### config.mk
export PLATFORM = sky130hd
export DESIGN_NAME = sfp_rx_pixel_unpack
export DESIGN_NICKNAME = d
export VERILOG_FILES = /design/src/rtl/sfp_video_pkg.sv /design/src/rtl/sfp_word_fifo.sv /design/src/rtl/sfp_rx_pixel_unpack.sv
export SDC_FILE = /design/constraint.sdc
export NUM_CORES = 1
export LEC_CHECK = 0
export CAP_MARGIN = 5
export CORE_MARGIN = 2
export CORE_UTILIZATION = 50
export CTS_BUF_LIST = sky130_fd_sc_hd__clkbuf_4
export DETAILED_ROUTE_END_ITERATION = 8
export GPL_TIMING_DRIVEN = 0
export PLACE_DENSITY = 0.77
export SLEW_MARGIN = 20
export SYNTH_ARGS = -nofsm -noshare
export SYNTH_HDL_FRONTEND = slang
export SYNTH_SLANG_ARGS = --single-unit
### constraint.sdc
create_clock -name axi_clk -period 6.3 [get_ports axi_clk]
set_clock_uncertainty 0.05 [all_clocks]
set_input_delay 0.63 -clock axi_clk [delete_from_list [all_inputs] [get_ports axi_clk]]
set_output_delay 0.63 -clock axi_clk [all_outputs]
set_load 0.05 [all_outputs]
### src/rtl/sfp_video_pkg.sv
// Shared definitions for the HDMI-over-SFP video link.
// Holds the packed-word field layout, the word signature, the receive FSM
// state type, default frame geometry (shared with the transmit packer) and
// a saturating-increment helper for the 16-bit error counters.
package sfp_video_pkg;

    localparam int H_ACTIVE_DEF = 1920;
    localparam int V_ACTIVE_DEF = 1080;

    // Packed word: [63] SOF, [62] SOL, [61] EOL, [60] PIX1_VLD,
    // [59:56] signature, [55:48] sequence, [47:24] pixel 0, [23:0] pixel 1
    localparam int BIT_SOF     = 63;
    localparam int BIT_SOL     = 62;
    localparam int BIT_EOL     = 61;
    localparam int BIT_PIX1    = 60;
    localparam int SIG_HI      = 59;
    localparam int SIG_LO      = 56;
    localparam int SEQ_HI      = 55;
    localparam int SEQ_LO      = 48;
    localparam int PIX0_HI     = 47;
    localparam int PIX0_LO     = 24;
    localparam int PIX1_HI     = 23;
    localparam int PIX1_LO     = 0;

    localparam logic [3:0] WORD_SIG = 4'hA;

    typedef enum logic [1:0] {
        ST_WAIT_SOF,
        ST_IN_LINE,
        ST_BETWEEN_LINES
    } rx_state_t;

    function automatic logic [15:0] sat_inc(input logic [15:0] v, input logic en);
        return (en && (v != 16'hFFFF)) ? v + 16'd1 : v;
    endfunction

endpackage

### src/rtl/sfp_word_fifo.sv
// Two-entry, 64-bit word FIFO with registered full/empty flags.
// Ports:
//   clk, rst       clock and synchronous active-high reset
//   wr_en, wr_data push request and word
//   rd_en          pop request
//   rd_data        head word (valid while !empty)
//   full, empty    registered occupancy flags
// A push is accepted when not full, or when full and a pop happens in the
// same cycle.
module sfp_word_fifo (
    input  logic        clk,
    input  logic        rst,
    input  logic        wr_en,
    input  logic [63:0] wr_data,
    input  logic        rd_en,
    output logic [63:0] rd_data,
    output logic        full,
    output logic        empty
);

    logic [63:0] mem [2];
    logic        wr_ptr;
    logic        rd_ptr;
    logic        do_wr;
    logic        do_rd;

    assign do_rd   = rd_en && !empty;
    assign do_wr   = wr_en && (!full || do_rd);
    assign rd_data = mem[rd_ptr];

    always_ff @(posedge clk) begin
        if (do_wr) begin
            mem[wr_ptr] <= wr_data;
        end
    end

    always_ff @(posedge clk) begin
        if (rst) begin
            wr_ptr <= 1'b0;
            rd_ptr <= 1'b0;
            full   <= 1'b0;
            empty  <= 1'b1;
        end else begin
            if (do_wr) begin
                wr_ptr <= ~wr_ptr;
            end
            if (do_rd) begin
                rd_ptr <= ~rd_ptr;
            end
            case ({do_wr, do_rd})
                2'b10: begin
                    empty <= 1'b0;
                    full  <= !empty;
                end
                2'b01: begin
                    full  <= 1'b0;
                    empty <= !full;
                end
                default: ;
            endcase
        end
    end

endmodule

### src/rtl/sfp_rx_pixel_unpack.sv
// Receive-side unpacker for the HDMI-over-SFP link.
// Checks framing/signature/sequence of 64-bit packed words, buffers accepted
// words in a 2-entry FIFO and serializes them into one RGB888 pixel per cycle.
// Ports:
//   axi_clk, rst                       clock, synchronous active-high reset
//   hdmi_axi_rx_valid/_data            packed word input
//   pix_valid, pix_data                registered pixel output
//   pix_sof, pix_eol                   frame start / line end markers
//   locked                             inside a well-formed frame
//   sig/seq/len/ovf_err_cnt            saturating error counters
module sfp_rx_pixel_unpack
    import sfp_video_pkg::*;
#(
    parameter int H_ACTIVE = H_ACTIVE_DEF,
    parameter int V_ACTIVE = V_ACTIVE_DEF
) (
    input  logic        axi_clk,
    input  logic        rst,
    input  logic        hdmi_axi_rx_valid,
    input  logic [63:0] hdmi_axi_rx_data,
    output logic        pix_valid,
    output logic [23:0] pix_data,
    output logic        pix_sof,
    output logic        pix_eol,
    output logic        locked,
    output logic [15:0] sig_err_cnt,
    output logic [15:0] seq_err_cnt,
    output logic [15:0] len_err_cnt,
    output logic [15:0] ovf_err_cnt
);

    rx_state_t   state, state_n;
    logic [15:0] pix_cnt, pix_cnt_n, line_cnt, line_cnt_n, cnt, npix;
    logic [7:0]  last_seq, w_seq;
    logic        locked_n;
    logic        w_sof, w_sol, w_eol, w_p1, sig_ok, start_ok;
    logic        push, inc_sig, inc_seq, inc_len, inc_ovf;
    logic        line_word, line_start, frame_start, len_fault;
    logic        fifo_full, fifo_empty, fifo_rd, fifo_can_write;
    logic [63:0] head;
    logic        sel;
    logic        unused_head_bits;

    assign w_sof    = hdmi_axi_rx_data[BIT_SOF];
    assign w_sol    = hdmi_axi_rx_data[BIT_SOL];
    assign w_eol    = hdmi_axi_rx_data[BIT_EOL];
    assign w_p1     = hdmi_axi_rx_data[BIT_PIX1];
    assign w_seq    = hdmi_axi_rx_data[SEQ_HI:SEQ_LO];
    assign sig_ok   = hdmi_axi_rx_data[SIG_HI:SIG_LO] == WORD_SIG;
    assign start_ok = w_sof && w_sol;
    assign npix     = w_p1 ? 16'd2 : 16'd1;

    // Pop on the cycle the last valid pixel of the head word is emitted;
    // full is judged against the occupancy after that pop.
    assign fifo_rd        = !fifo_empty && (sel || !head[BIT_PIX1]);
    assign fifo_can_write = !fifo_full || fifo_rd;

    always_comb begin
        state_n     = state;
        pix_cnt_n   = pix_cnt;
        line_cnt_n  = line_cnt;
        locked_n    = locked;
        cnt         = '0;
        push        = 1'b0;
        inc_sig     = 1'b0;
        inc_seq     = 1'b0;
        inc_len     = 1'b0;
        inc_ovf     = 1'b0;
        line_word   = 1'b0;
        line_start  = 1'b0;
        frame_start = 1'b0;
        len_fault   = 1'b0;
        if (hdmi_axi_rx_valid) begin
            if (!sig_ok) begin
                inc_sig  = 1'b1;
                locked_n = 1'b0;
                state_n  = ST_WAIT_SOF;
            end else begin
                if (state != ST_WAIT_SOF && w_seq != last_seq + 8'd1) begin
                    inc_seq = 1'b1;
                end
                // A framing fault drops to WAIT_SOF, but the same word may
                // still open a new frame if it carries SOF+SOL.
                case (state)
                    ST_WAIT_SOF: frame_start = start_ok;
                    ST_IN_LINE: begin
                        if (w_sof || w_sol) begin
                            len_fault   = 1'b1;
                            frame_start = start_ok;
                        end else begin
                            line_word = 1'b1;
                        end
                    end
                    ST_BETWEEN_LINES: begin
                        // The last line of a frame exits to WAIT_SOF, so an
                        // SOF seen here always means a short frame.
                        if (w_sof || !w_sol) begin
                            len_fault   = 1'b1;
                            frame_start = start_ok;
                        end else begin
                            line_word  = 1'b1;
                            line_start = 1'b1;
                        end
                    end
                    default: ;
                endcase
                if (len_fault) begin
                    inc_len  = 1'b1;
                    locked_n = 1'b0;
                    state_n  = ST_WAIT_SOF;
                end
                if (frame_start) begin
                    line_word  = 1'b1;
                    line_start = 1'b1;
                    line_cnt_n = '0;
                    locked_n   = 1'b1;
                end
                if (line_word) begin
                    cnt       = (line_start ? 16'd0 : pix_cnt) + npix;
                    pix_cnt_n = cnt;
                    push      = 1'b1;
                    state_n   = ST_IN_LINE;
                    if (w_eol) begin
                        if (cnt == 16'(H_ACTIVE)) begin
                            line_cnt_n = line_cnt_n + 16'd1;
                            if (line_cnt_n == 16'(V_ACTIVE)) begin
                                locked_n = 1'b0;
                                state_n  = ST_WAIT_SOF;
                            end else begin
                                state_n = ST_BETWEEN_LINES;
                            end
                        end else begin
                            push     = 1'b0;
                            inc_len  = 1'b1;
                            locked_n = 1'b0;
                            state_n  = ST_WAIT_SOF;
                        end
                    end
                    if (push && !fifo_can_write) begin
                        push     = 1'b0;
                        inc_ovf  = 1'b1;
                        locked_n = 1'b0;
                        state_n  = ST_WAIT_SOF;
                    end
                end
            end
        end
    end

    always_ff @(posedge axi_clk) begin
        if (rst) begin
            state       <= ST_WAIT_SOF;
            pix_cnt     <= '0;
            line_cnt    <= '0;
            last_seq    <= '0;
            locked      <= 1'b0;
            sig_err_cnt <= '0;
            seq_err_cnt <= '0;
            len_err_cnt <= '0;
            ovf_err_cnt <= '0;
        end else begin
            state       <= state_n;
            pix_cnt     <= pix_cnt_n;
            line_cnt    <= line_cnt_n;
            locked      <= locked_n;
            if (hdmi_axi_rx_valid && sig_ok) begin
                last_seq <= w_seq;
            end
            sig_err_cnt <= sat_inc(sig_err_cnt, inc_sig);
            seq_err_cnt <= sat_inc(seq_err_cnt, inc_seq);
            len_err_cnt <= sat_inc(len_err_cnt, inc_len);
            ovf_err_cnt <= sat_inc(ovf_err_cnt, inc_ovf);
        end
    end

    sfp_word_fifo u_fifo (
        .clk     (axi_clk),
        .rst     (rst),
        .wr_en   (push),
        .wr_data (hdmi_axi_rx_data),
        .rd_en   (fifo_rd),
        .rd_data (head),
        .full    (fifo_full),
        .empty   (fifo_empty)
    );

    // SOL, signature and sequence have already been consumed by the checker.
    assign unused_head_bits = &{1'b0, head[BIT_SOL], head[SIG_HI:SEQ_LO]};

    always_ff @(posedge axi_clk) begin
        if (rst) begin
            pix_valid <= 1'b0;
            pix_data  <= '0;
            pix_sof   <= 1'b0;
            pix_eol   <= 1'b0;
            sel       <= 1'b0;
        end else begin
            pix_valid <= !fifo_empty;
            pix_sof   <= 1'b0;
            pix_eol   <= 1'b0;
            if (!fifo_empty) begin
                if (!sel) begin
                    pix_data <= head[PIX0_HI:PIX0_LO];
                    pix_sof  <= head[BIT_SOF];
                    pix_eol  <= head[BIT_EOL] && !head[BIT_PIX1];
                    sel      <= head[BIT_PIX1];
                end else begin
                    pix_data <= head[PIX1_HI:PIX1_LO];
                    pix_eol  <= head[BIT_EOL];
                    sel      <= 1'b0;
                end
            end
        end
    end

endmodule

# Yosys cells after proc, flatten, opt, wreduce, memory -nomap -nowiden
# Memory sizes are Yosys's and may differ from the RTL's. A register that Yosys moved wholly into a read port is not among the register bits.
# Index checks and enable logic that the tools add are counted.
totals:
  n_memories: 1
  regBits: 139
  mem_bits_rw: 128
mem_list:
  columns: ["name", "words", "width", "rd", "rd_ports_with_merged_regs", "wr", "line", "text"]
  rows:
  - ["u_fifo.mem", 2, 64, 1, 1, 1, "sfp_word_fifo.sv:21", "logic [63:0] mem [2];"]
op_classes:
  addsub: 7
  reduce_logical: 30
  n_eq_ne: 13
  n_mux: 76
  n_bitwise: 2
ops:
  columns: ["operator", "n"]
  rows:
  - ["two-way mux 16 bit", 7]
  - ["adder 16 x 1 -> 16 bit (second input constant)", 5]
  - ["inequality test 16 bit (second input constant)", 4]
  - ["two-way mux 1 bit", 55]
  - ["== test 16 x 11 -> 1 bit (second input constant)", 2]
  - ["two-way mux 24 bit", 1]
  - ["adder 16 x 2 -> 16 bit", 1]
  - ["two-way mux 2 bit", 8]
  - ["logical AND 1 bit", 12]
  - ["adder 8 x 1 -> 8 bit (second input constant)", 1]
  - ["inequality test 8 bit", 1]
  - ["one-hot mux 1 bit (2 select lines)", 4]
  - ["logical NOT 1 bit", 5]
  - ["logical OR 1 bit", 5]
  - ["== test 2 x 1 -> 1 bit (second input constant)", 2]
  - ["== test 2 bit (second input constant)", 2]
  - ["== test 4 bit (second input constant)", 1]
  - ["AND reduction 2 bit", 2]
  - ["nonzero test 2 bit", 2]
  - ["inequality test 3 x 1 -> 1 bit (second input constant)", 1]
  - ["one-hot mux 1 bit (3 select lines)", 1]
  - ["AND reduction 3 bit", 1]
  - ["OR reduction 3 bit", 1]
  - ["logical NOT 2 bit", 1]
  - ["2 further kinds", 3]

# Logic depth before layout (Yosys ltp)
# Gate-level depths: netlist of the first run.
logic_depth:
  word_depth: 25
  mapped_depth: 22

# Cells and area by module
# Synthesis of the first run repeated with hierarchy kept, for this count alone.
hier_totals:
  cells_unflattened: 1154
  hier_area_um2: 12524.5
modules_own_cells:
  columns: ["mod", "cells_per_inst", "seq_area_each_um2", "n_inst", "area_per_inst_um2"]
  rows:
  - ["sfp_rx_pixel_unpack", 932, 2702.6, 1, 7379.6]
  - ["sfp_word_fifo", 222, 3943.8, 1, 5144.9]

# Least setup slack after synthesis of the first run
# OpenSTA, ideal clock, no wires.
synth_timing:
  kind: "register to register"
  start: "register state[0]"
  end: "memory u_fifo.mem[0][0] (enable)"
  synth_period_minus_slack_ps: 6857
  arrival_time_ps: 6347
  setup_ps: 460
  setup_slack_ps: -557
  required_time_ps: 5790
  path_stages_with_launch: 20
  cell_sequence: "dfxtp_1 > inv_1 > ha_1 > o21ba_4 > mux2i_4 > nor2_2 > clkbuf_1 > clkbuf_1 > nor2b_1 > ha_1 > fa_1 > buf_2 > nand3_2 > nor4_1 > xor2_1 > or4_4 > a2111o_1 > buf_2 > a21o_1 > nor2_1"
synth_between:
  elab_chain_len: 23
synth_lines:
  columns: ["item", "line", "text"]
  rows:
  - ["from (decl)", "sfp_rx_pixel_unpack.sv:32", "rx_state_t state, state_n;"]
  - ["from (signal assigned)", "sfp_rx_pixel_unpack.sv:162", "state <= state_n;"]
  - ["== test 2 bit, or another cell as far along", "sfp_rx_pixel_unpack.sv:84", "case (state)"]
  - ["one-hot mux 1 bit (3 select lines)", "sfp_rx_pixel_unpack.sv:84", null]
  - ["two-way mux 1 bit", "sfp_rx_pixel_unpack.sv:74", "if (!sig_ok) begin"]
  - ["two-way mux 1 bit", "sfp_rx_pixel_unpack.sv:73", "if (hdmi_axi_rx_valid) begin"]
  - ["two-way mux 1 bit", "sfp_rx_pixel_unpack.sv:112", "if (frame_start) begin"]
  - ["two-way mux 1 bit", "sfp_rx_pixel_unpack.sv:74", null]
  - ["two-way mux 1 bit", "sfp_rx_pixel_unpack.sv:73", null]
  - ["two-way mux 16 bit", "sfp_rx_pixel_unpack.sv:119", "cnt = (line_start ? 16'd0 : pix_cnt) + npix;"]
  - ["[7 not listed]", null, null]
  - ["logical AND 1 bit", "sfp_rx_pixel_unpack.sv:139", "if (push && !fifo_can_write) begin"]
  - ["two-way mux 1 bit", "sfp_rx_pixel_unpack.sv:139", null]
  - ["two-way mux 1 bit *", "sfp_rx_pixel_unpack.sv:118", "if (line_word) begin"]
  - ["two-way mux 1 bit *", "sfp_rx_pixel_unpack.sv:74", null]
  - ["two-way mux 1 bit *", "sfp_rx_pixel_unpack.sv:73", null]
  - ["logical AND 1 bit *", "sfp_word_fifo.sv:28", "assign do_wr = wr_en && (!full || do_rd);"]
  - ["two-way mux 1 bit *", "sfp_word_fifo.sv:32", "if (do_wr) begin"]
  - ["two-way mux 1 bit (implied by the code) *", "sfp_word_fifo.sv:33", "mem[wr_ptr] <= wr_data;"]
  - ["to (decl)", "sfp_word_fifo.sv:21", null]
# Mark *: on every way between the ends. The rest lies on a longest branch, timed or not. The select of a mux whose other input is x is not followed.

# Final worst setup path of the first run
layout_timing:
  start: "register state[0]"
  end: "register u_fifo.empty"
layout_between:
  elab_chain_len: 23
layout_lines:
  columns: ["item", "line", "text"]
  rows:
  - ["== test 2 bit, or another cell as far along", "sfp_rx_pixel_unpack.sv:84", null]
  - ["one-hot mux 1 bit (3 select lines)", "sfp_rx_pixel_unpack.sv:84", null]
  - ["two-way mux 1 bit", "sfp_rx_pixel_unpack.sv:74", null]
  - ["two-way mux 1 bit", "sfp_rx_pixel_unpack.sv:73", null]
  - ["two-way mux 1 bit", "sfp_rx_pixel_unpack.sv:112", null]
  - ["two-way mux 1 bit", "sfp_rx_pixel_unpack.sv:74", null]
  - ["two-way mux 1 bit", "sfp_rx_pixel_unpack.sv:73", null]
  - ["two-way mux 16 bit", "sfp_rx_pixel_unpack.sv:119", null]
  - ["[7 not listed]", null, null]
  - ["logical AND 1 bit", "sfp_rx_pixel_unpack.sv:139", null]
  - ["two-way mux 1 bit", "sfp_rx_pixel_unpack.sv:139", null]
  - ["two-way mux 1 bit *", "sfp_rx_pixel_unpack.sv:118", null]
  - ["two-way mux 1 bit *", "sfp_rx_pixel_unpack.sv:74", null]
  - ["two-way mux 1 bit *", "sfp_rx_pixel_unpack.sv:73", null]
  - ["logical AND 1 bit *", "sfp_word_fifo.sv:28", null]
  - ["== test 2 x 1 -> 1 bit / == test 2 bit (equally long branches)", "sfp_word_fifo.sv:50", "case ({do_wr, do_rd})"]
  - ["one-hot mux 1 bit (2 select lines) / nonzero test 2 bit (equally long branches)", null, null]
  - ["to (signal assigned)", "sfp_word_fifo.sv:57", "empty <= !full;"]
  - ["to (decl)", "sfp_word_fifo.sv:18", "output logic empty"]
# Marked as above.
# A chain may end at the register's enable or synchronous reset.

==> out/qor.txt, run 1 <==
HPWL after DPL - 17.7 mm
starting density of the core - 51.0%
Tot Pwr - 3.14 mW
Core Util, Final - 64.8%
Finished Layout Cells - 1554
most common cell after layout, fill and taps aside - clkdlybuf4s50_1
max frequency - 168 MHz
maximum VDD drop - 0.000147 V
DR vias - 8586
slowest stage delay, CP - 0.57 ns
main flop type after synthesis - dfxtp_1
path type of the worst setup path - flop to flop
max layer used - met4
met2 wire len - 12.2 mm
ratio of cells with drive above 1 in the final layout - 12.7%
Final Hold Viols - 0
Top Ports - 159
CTS tree - built
post-synthesis register bit count - 242
Reg clk slew, reported paths - 0.06 ns
Setup Viol. Count Final - 0
Placed Area - 12800 sq um
Avg Synthesized Cell Area - 10.8 sq um
# DRC - 0
M1 WL - 10.7 mm
Reg2Reg Depth - 21
Routability Congestion - 0.879
Rows - 53
Die H - 150 um
CP required - 6.78 ns
Final Max Tran Viols - 0
Final ANT Viol Nets - 0
Async SR Flop Fraction - 0%
met3 routed WL - 2.15 mm
core area - 21000 sq um
crit end category - flop
PortBufs - 157
Post-synth EDFFs - 102
final instance area - 13600 sq um
Min-Delay Path Class - flop to flop
DRT iter0 DRCs - 400
Synth cell types - 71
# hold bufs at CTS - 0
Top cell by count, worst path - ha_1
crit-path max FO - 10
pwr/cell area - 230 nW/um^2
total track usage - 22.6%
Hold Crit Start - pix_cnt[1]
initial antenna violation count - 1
critical path's slowest cell - nor4_1
vias in the first global route - 8402
H-tree lvl count - 3
number of nets in the layout - 1309
Total Wirelength - 25.5 mm
Synth Cell Area - 10700 sq um
placed insts - 1432
die width - 150 um
Ys Warns - 0
status - finished clean
worst-path cell chain - inv_1 > ha_1 > o21ba_4 > mux2i_4 > nor2_2 > clkbuf_1 > clkbuf_1 > nor2b_1 > ha_1 > fa_1 > buf_2 > nand3_2 > nor4_1 > xor2_1 > or4_4 > a2111o_1 > buf_2 > a21o_1 > ha_1 > nor2_1 > a221o_1
Clock Sinks - 242
cells after synthesis - 996
Tmin final - 5.94 ns
most frequent cells in the layout - 157 x clkdlybuf4s50_1, 140 x dfxtp_1, 106 x nor2_1, 102 x edfxtp_1, 94 x clkbuf_4
Syn Nets - 1077
DIE AREA - 22600 sq um
hold path depth - 2
Tcrit/Tclk final - 94.3%
max-cap violations - 0
root buf cell - clkbuf_4
Clock Path Buffers - 3
reg-to-reg startpoint - state[0]
WP data arrival - 6.42 ns
Via density - 5.53
Seq/Total Area, Yosys - 54.8%
WL/cell - 16.4 um
unrepaired setup endpoints after global routing - no
Worst setup startpoint - state[0]
first-pass GRT wire length - 40.8 mm
CTS buffer count - 66
CP startpoint kind - flop
Initial DRT Pass Iterations - 5
GRT overflow - 0
area grow syn2layout - 27.2%
clock latency on the worst-skew pair - 0.65 ns
Lkg Pwr - 4.68 nW
Max-slew headroom - 40.6%
Slew @ Worst Pin - 0.890 ns
largest net degree at the start of global routing - 24
## routing by layer
| layer | track usage [%] | up-vias |
|---|---|---|
| li1 | - | 4164 |
| met2 | 37.5 | 293 |
| met4 | 6.84 | 0 |
| met1 | 28.1 | 4094 |
| met3 | 7.33 | 35 |
| met5 | 0 | - |
## worst max-delay path, delay by kind of cell (launching register included)
kind | cells | cell delay, ns
xor gates and xnor gates | 1 | 0.18
DFF | 1 | 0.38
buffers and inverters | 5 | 1.03
AOI/OAI and AO/OA | 4 | 1.36
adders and majority gates | 4 | 1.14
muxes | 1 | 0.18
and+or+nand+nor | 6 | 1.53
## cells by family after synthesis
family / Yosys count / share of synthesized area [%]
simple gates: 391 / 18.3
flops: 242 / 54.8
compound gates: 163 / 9.39
buf+inv: 68 / 2.49
mux: 61 / 8.68
xor+xnor: 57 / 4.66
fa+ha+maj: 14 / 1.71
## final timing paths
kind,to,slack (ns)
setup / recovery,u_fifo.empty,0.36
hold / removal,pix_cnt[1],0.40
setup reg to reg,u_fifo.empty,0.36
hold reg to reg,pix_cnt[1],0.40
## power by group
group | switching (mW) | internal, mW | leakage (nW)
clock network | 0.647 | 0.736 | 0.497
registers | 0.00348 | 1.64 | 2.04
logic | 0.0624 | 0.0565 | 2.13
## synthesized netlist by cell type, types with 6 or more instances
library cell | count | area [sq um]
dfxtp_1 | 140 | 2800
nor2_1 | 108 | 405
edfxtp_1 | 102 | 3060
nand2_1 | 81 | 304
a21oi_1 | 71 | 355
nand3_1 | 50 | 250
clkbuf_1 | 37 | 139
o21ai_0 | 37 | 185
mux2i_1 | 31 | 310
xor2_1 | 31 | 272
or3_1 | 29 | 181
xnor2_1 | 26 | 228
mux4_2 | 24 | 541
nand4_1 | 21 | 131
inv_1 | 19 | 71.3
and3_1 | 16 | 100
ha_1 | 13 | 163
nor4_1 | 13 | 81.3
nor3_1 | 12 | 60.1
and2_1 | 11 | 68.8
nor2b_1 | 10 | 62.6
or4_1 | 10 | 75.1
o211ai_1 | 7 | 52.6
o31ai_1 | 7 | 52.6
and4_1 | 6 | 52.6
buf_2 | 6 | 30.0
## cell type report
class / count / area, sq um
Fill cell: 1623 / 7400
Sequential cell: 242 / 5870
Multi-Input combinational cell: 686 / 4610
Timing Repair Buffer: 164 / 1700
Clock buffer: 94 / 706
Tap cell: 275 / 344
Buffer: 49 / 195
Clock inverter: 24 / 133
Inverter: 19 / 71.3
Antenna cell: 1 / 2.50
## metrics by stage
stage          hold WS [ns]  setup TNS [ns]  worst slack, ns
3_3_place_gp          0.394         -301.61            -3.00
6_report              0.399               0            0.357
5_1_grt               0.432               0           0.0315
2_1_floorplan         0.382          -56.77           -0.557
4_1_cts               0.404               0            0.175
3_5_place_dp          0.396          -19.60           -0.257
## sequential cells by signal, indices dropped and copies added (netlist names), 2 cells and up, named ones only
register / flops
sig_err_cnt: 16
pix_cnt: 16
u_fifo.mem: 102
seq_err_cnt: 16
pix_data: 24
ovf_err_cnt: 16
state: 2
line_cnt: 16
len_err_cnt: 16
last_seq: 8
## repair_timing
item                       CTS  global route
hold endpoints to repair     0             0
buffers inserted             0             3
gates resized for setup      0             1
setup endpoints to repair    0            85
No activity file was read; power rests on OpenSTA's default activity.
==> inputs of run 2 (changes only) <==
ABC_AREA = 1   (was default)
==> run 2 against run 1 <==
Design area rose by 5.4%. Worst hold slack improved by 0.0046 ns. Area after synthesis rose by 7.2%. Register-to-register slack improved by 0.98 ns. Via count rose by 22%. Core utilization fell by 1.2 points. Combinational power rose by 8%. Critical path depth rose by 4. Sequential power barely moved. Critical path type unchanged. Critical endpoint is now u_fifo.mem[1][13].
==> out/qor.txt, run 2 <==
Reg clk slew, reported paths - 0.06 ns (about the same)
total area of sequential cells - 5870 sq um (unchanged)
Syn Nets - 1498 (+39%)
share of the synthesized area in the top cell type - 26.7% (-1.9 points)
Via density - 5.29 (-4.3%)
Top Ports - 159 (unchanged)
Rows - 55 (+3.8%)
first-pass GRT wire length - 47.9 mm (+17%)
Ys Warns - 0 (unchanged)
max-cap violations - 0 (unchanged)
cells after synthesis - 1417 (+42%)
Synth cell types - 47 (-34%)
CP startpoint kind - flop
main flop type after synthesis - dfxtp_1
Tmin final - 4.96 ns (-0.984 ns)
multi-input logic area - 4640 sq um (+0.52%)
most frequent cells after synthesis - 214 x nand2_1, 200 x inv_1, 197 x nor2_1, 140 x dfxtp_1, 135 x o21ai_0
number of nets in the layout - 1723 (+32%)
path type of the worst setup path - flop to flop
CTS tree - built
Final Max Tran Viols - 0 (unchanged)
setup bufs post-CTS - 0 (unchanged)
most common cell after layout, fill and taps aside - nand2_1
unrepaired setup endpoints after global routing - no
crit end category - flop
Initial DRT Pass Iterations - 7 (+2)
most frequent cells in the layout - 214 x nand2_1, 200 x inv_1, 195 x nor2_1, 158 x clkdlybuf4s50_1, 140 x dfxtp_1
GRT overflow - 0 (unchanged)
Regs by FF count - u_fifo.mem: 102 flops, pix_data: 24 flops
root buf cell - clkbuf_4
Min-Delay Path Class - flop to flop
crit-path max FO - 20 (+10)
Die H - 156 um (+3.4%)
Worst Setup Slack, final - 1.34 ns (+0.984 ns)
Tcrit/Tclk final - 78.7% (-16 points)
largest net degree at the start of global routing - 21 (-13%)
die width - 156 um (+3.4%)
CTS resizes - 0 (unchanged)
Final ANT Viol Nets - 0 (unchanged)
Routability Congestion - 0.930 (+5.8%)
ratio of cells with drive above 1 in the final layout - 9.16% (-3.5 points)
post-synthesis register bit count - 242 (unchanged)
Largest Register - u_fifo.mem
Clock Path Buffers - 3 (unchanged)
Setup Viol. Count Final - 0 (unchanged)
most frequent cell after synthesis - nand2_1
Min Hold Slack - 0.404 ns (+0.00465 ns)
core area - 22600 sq um (+7.4%)
Async SR Flop Fraction - 0% (unchanged)
CP required - 6.67 ns (-0.11 ns)
pre-CTS setup slack - 1.05 ns (+1.30 ns)
maximum VDD drop - 0.000113 V (-23%)
Post-synth EDFFs - 102 (unchanged)
CTS buffer count - 61 (-7.6%)
Synth Cell Area - 11500 sq um (+7.2%)
# DRC - 0 (unchanged)
starting density of the core - 50.9% (-0.079 points)
area leader, netlist - edfxtp_1
# hold bufs at CTS - 0 (unchanged)
DRT iter0 DRCs - 598 (+50%)
Avg Synthesized Cell Area - 8.10 sq um (-25%)
Max-slew headroom - 47.4% (+6.7 points)
initial antenna violation count - 2 (+1)
WL/cell - 15.3 um (-6.7%)
fillcell total - 1941 (+20%)
pwr/cell area - 217 nW/um^2 (-5.7%)
PortBufs - 158 (+0.64%)
clock latency on the worst-skew pair - 0.72 ns (+0.07 ns)
Synth area leaders - edfxtp_1 27%, dfxtp_1 24%, nand2_1 7.0%
vias in the first global route - 9875 (+18%)
DIE AREA - 24200 sq um (+7.0%)
Slew @ Worst Pin - 0.789 ns (-0.101 ns)
WP data arrival - 5.33 ns (-1.09 ns)
total track usage - 24.6% (+2.0 points)
Total Wirelength - 30.3 mm (+19%)
Lkg Pwr - 5.42 nW (+16%)
max frequency - 202 MHz (+20%)
Clock Sinks - 242 (unchanged)
HPWL after DPL - 21.5 mm (+22%)
Final Hold Viols - 0 (unchanged)
status - finished clean
area grow syn2layout - 25.0%
max reg flops - 102 (unchanged)
Seq/Total Area, Yosys - 51.1% (-3.7 points)
DR vias - 10464 (+22%)
H-tree lvl count - 2 (-1)
run 2: stage by stage:
step	instances	TNS, ns	instance area (sq um)	power, mW	utilization, %
after floorplan	1417	0	11500	1.72	-
after CTS	1977	0	14400	3.14	63.6
after detailed placement	1864	0	13500	1.80	60.0
final	1978	0	14400	3.12	63.6
after global placement	1860	-143.42	13400	1.80	59.5
after global routing	1978	0	14400	3.24	63.6
run 2: report_power, final:
part / leakage [nW] / internal (mW) / total [mW] / switching (mW)
Sequential: 2.04 / 1.63 / 1.64 / 0.00364
Combinational: 2.89 / 0.0568 / 0.128 / 0.0710
Clock: 0.485 / 0.706 / 1.35 / 0.647
run 2: worst max-delay path, cell delays in order, from the launching register on:
cell,delay [ns]
dfxtp_1,0.38
inv_1,0.09
ha_1,0.33
nor2_1,0.18
inv_2,0.05
nand2_2,0.11
nand2_1,0.22
nor2_1,0.16
ha_1,0.19
fa_1,0.23
nand2_1,0.09
inv_1,0.07
nand4_2,0.12
nor2_2,0.30
nand2_1,0.09
nand2_1,0.09
nand2_1,0.05
nor2_1,0.08
nand2_1,0.07
nor2_1,0.14
nand3_2,0.17
nand2_4,0.16
nand3_1,0.28
nor2_4,0.52
buf_16,0.24
buf_16,0.17
run 2: worst paths after layout:
check	from	slack [ns]	endpoint	cells past startpoint
max	state[0]	1.34	u_fifo.mem[1][13]	25
min	pix_cnt[0]	0.40	pix_cnt[0]	2
max reg2reg	state[0]	1.34	u_fifo.mem[1][13]	25
min reg2reg	pix_cnt[0]	0.40	pix_cnt[0]	2
run 2: layer usage:
layer	wire, um	global-route usage [%]	part of all wire, %	up-vias
li1	-	-	-	5223
met1	13100	31.2	43	4835
met2	14400	41.3	47	346
met3	1970	4.97	6.5	60
met4	820	9.87	2.7	0
met5	0	0	0	-
run 2: area by class of cell:
class,count,share of cell area [%]
Sequential cell,242,40.9
Multi-Input combinational cell,919,32.3
Timing Repair Buffer,162,11.8
Inverter,205,5.36
Clock buffer,98,5.12
Tap cell,285,2.48
Buffer,51,1.59
Clock inverter,15,0.505
Antenna cell,1,0.0174
run 2: cell families after synthesis:
family	synth area share, %
xor+xnor	1.91
simple gates	22.7
fa+ha+maj	1.59
compound gates	14.1
flops	51.1
buf+inv	8.68
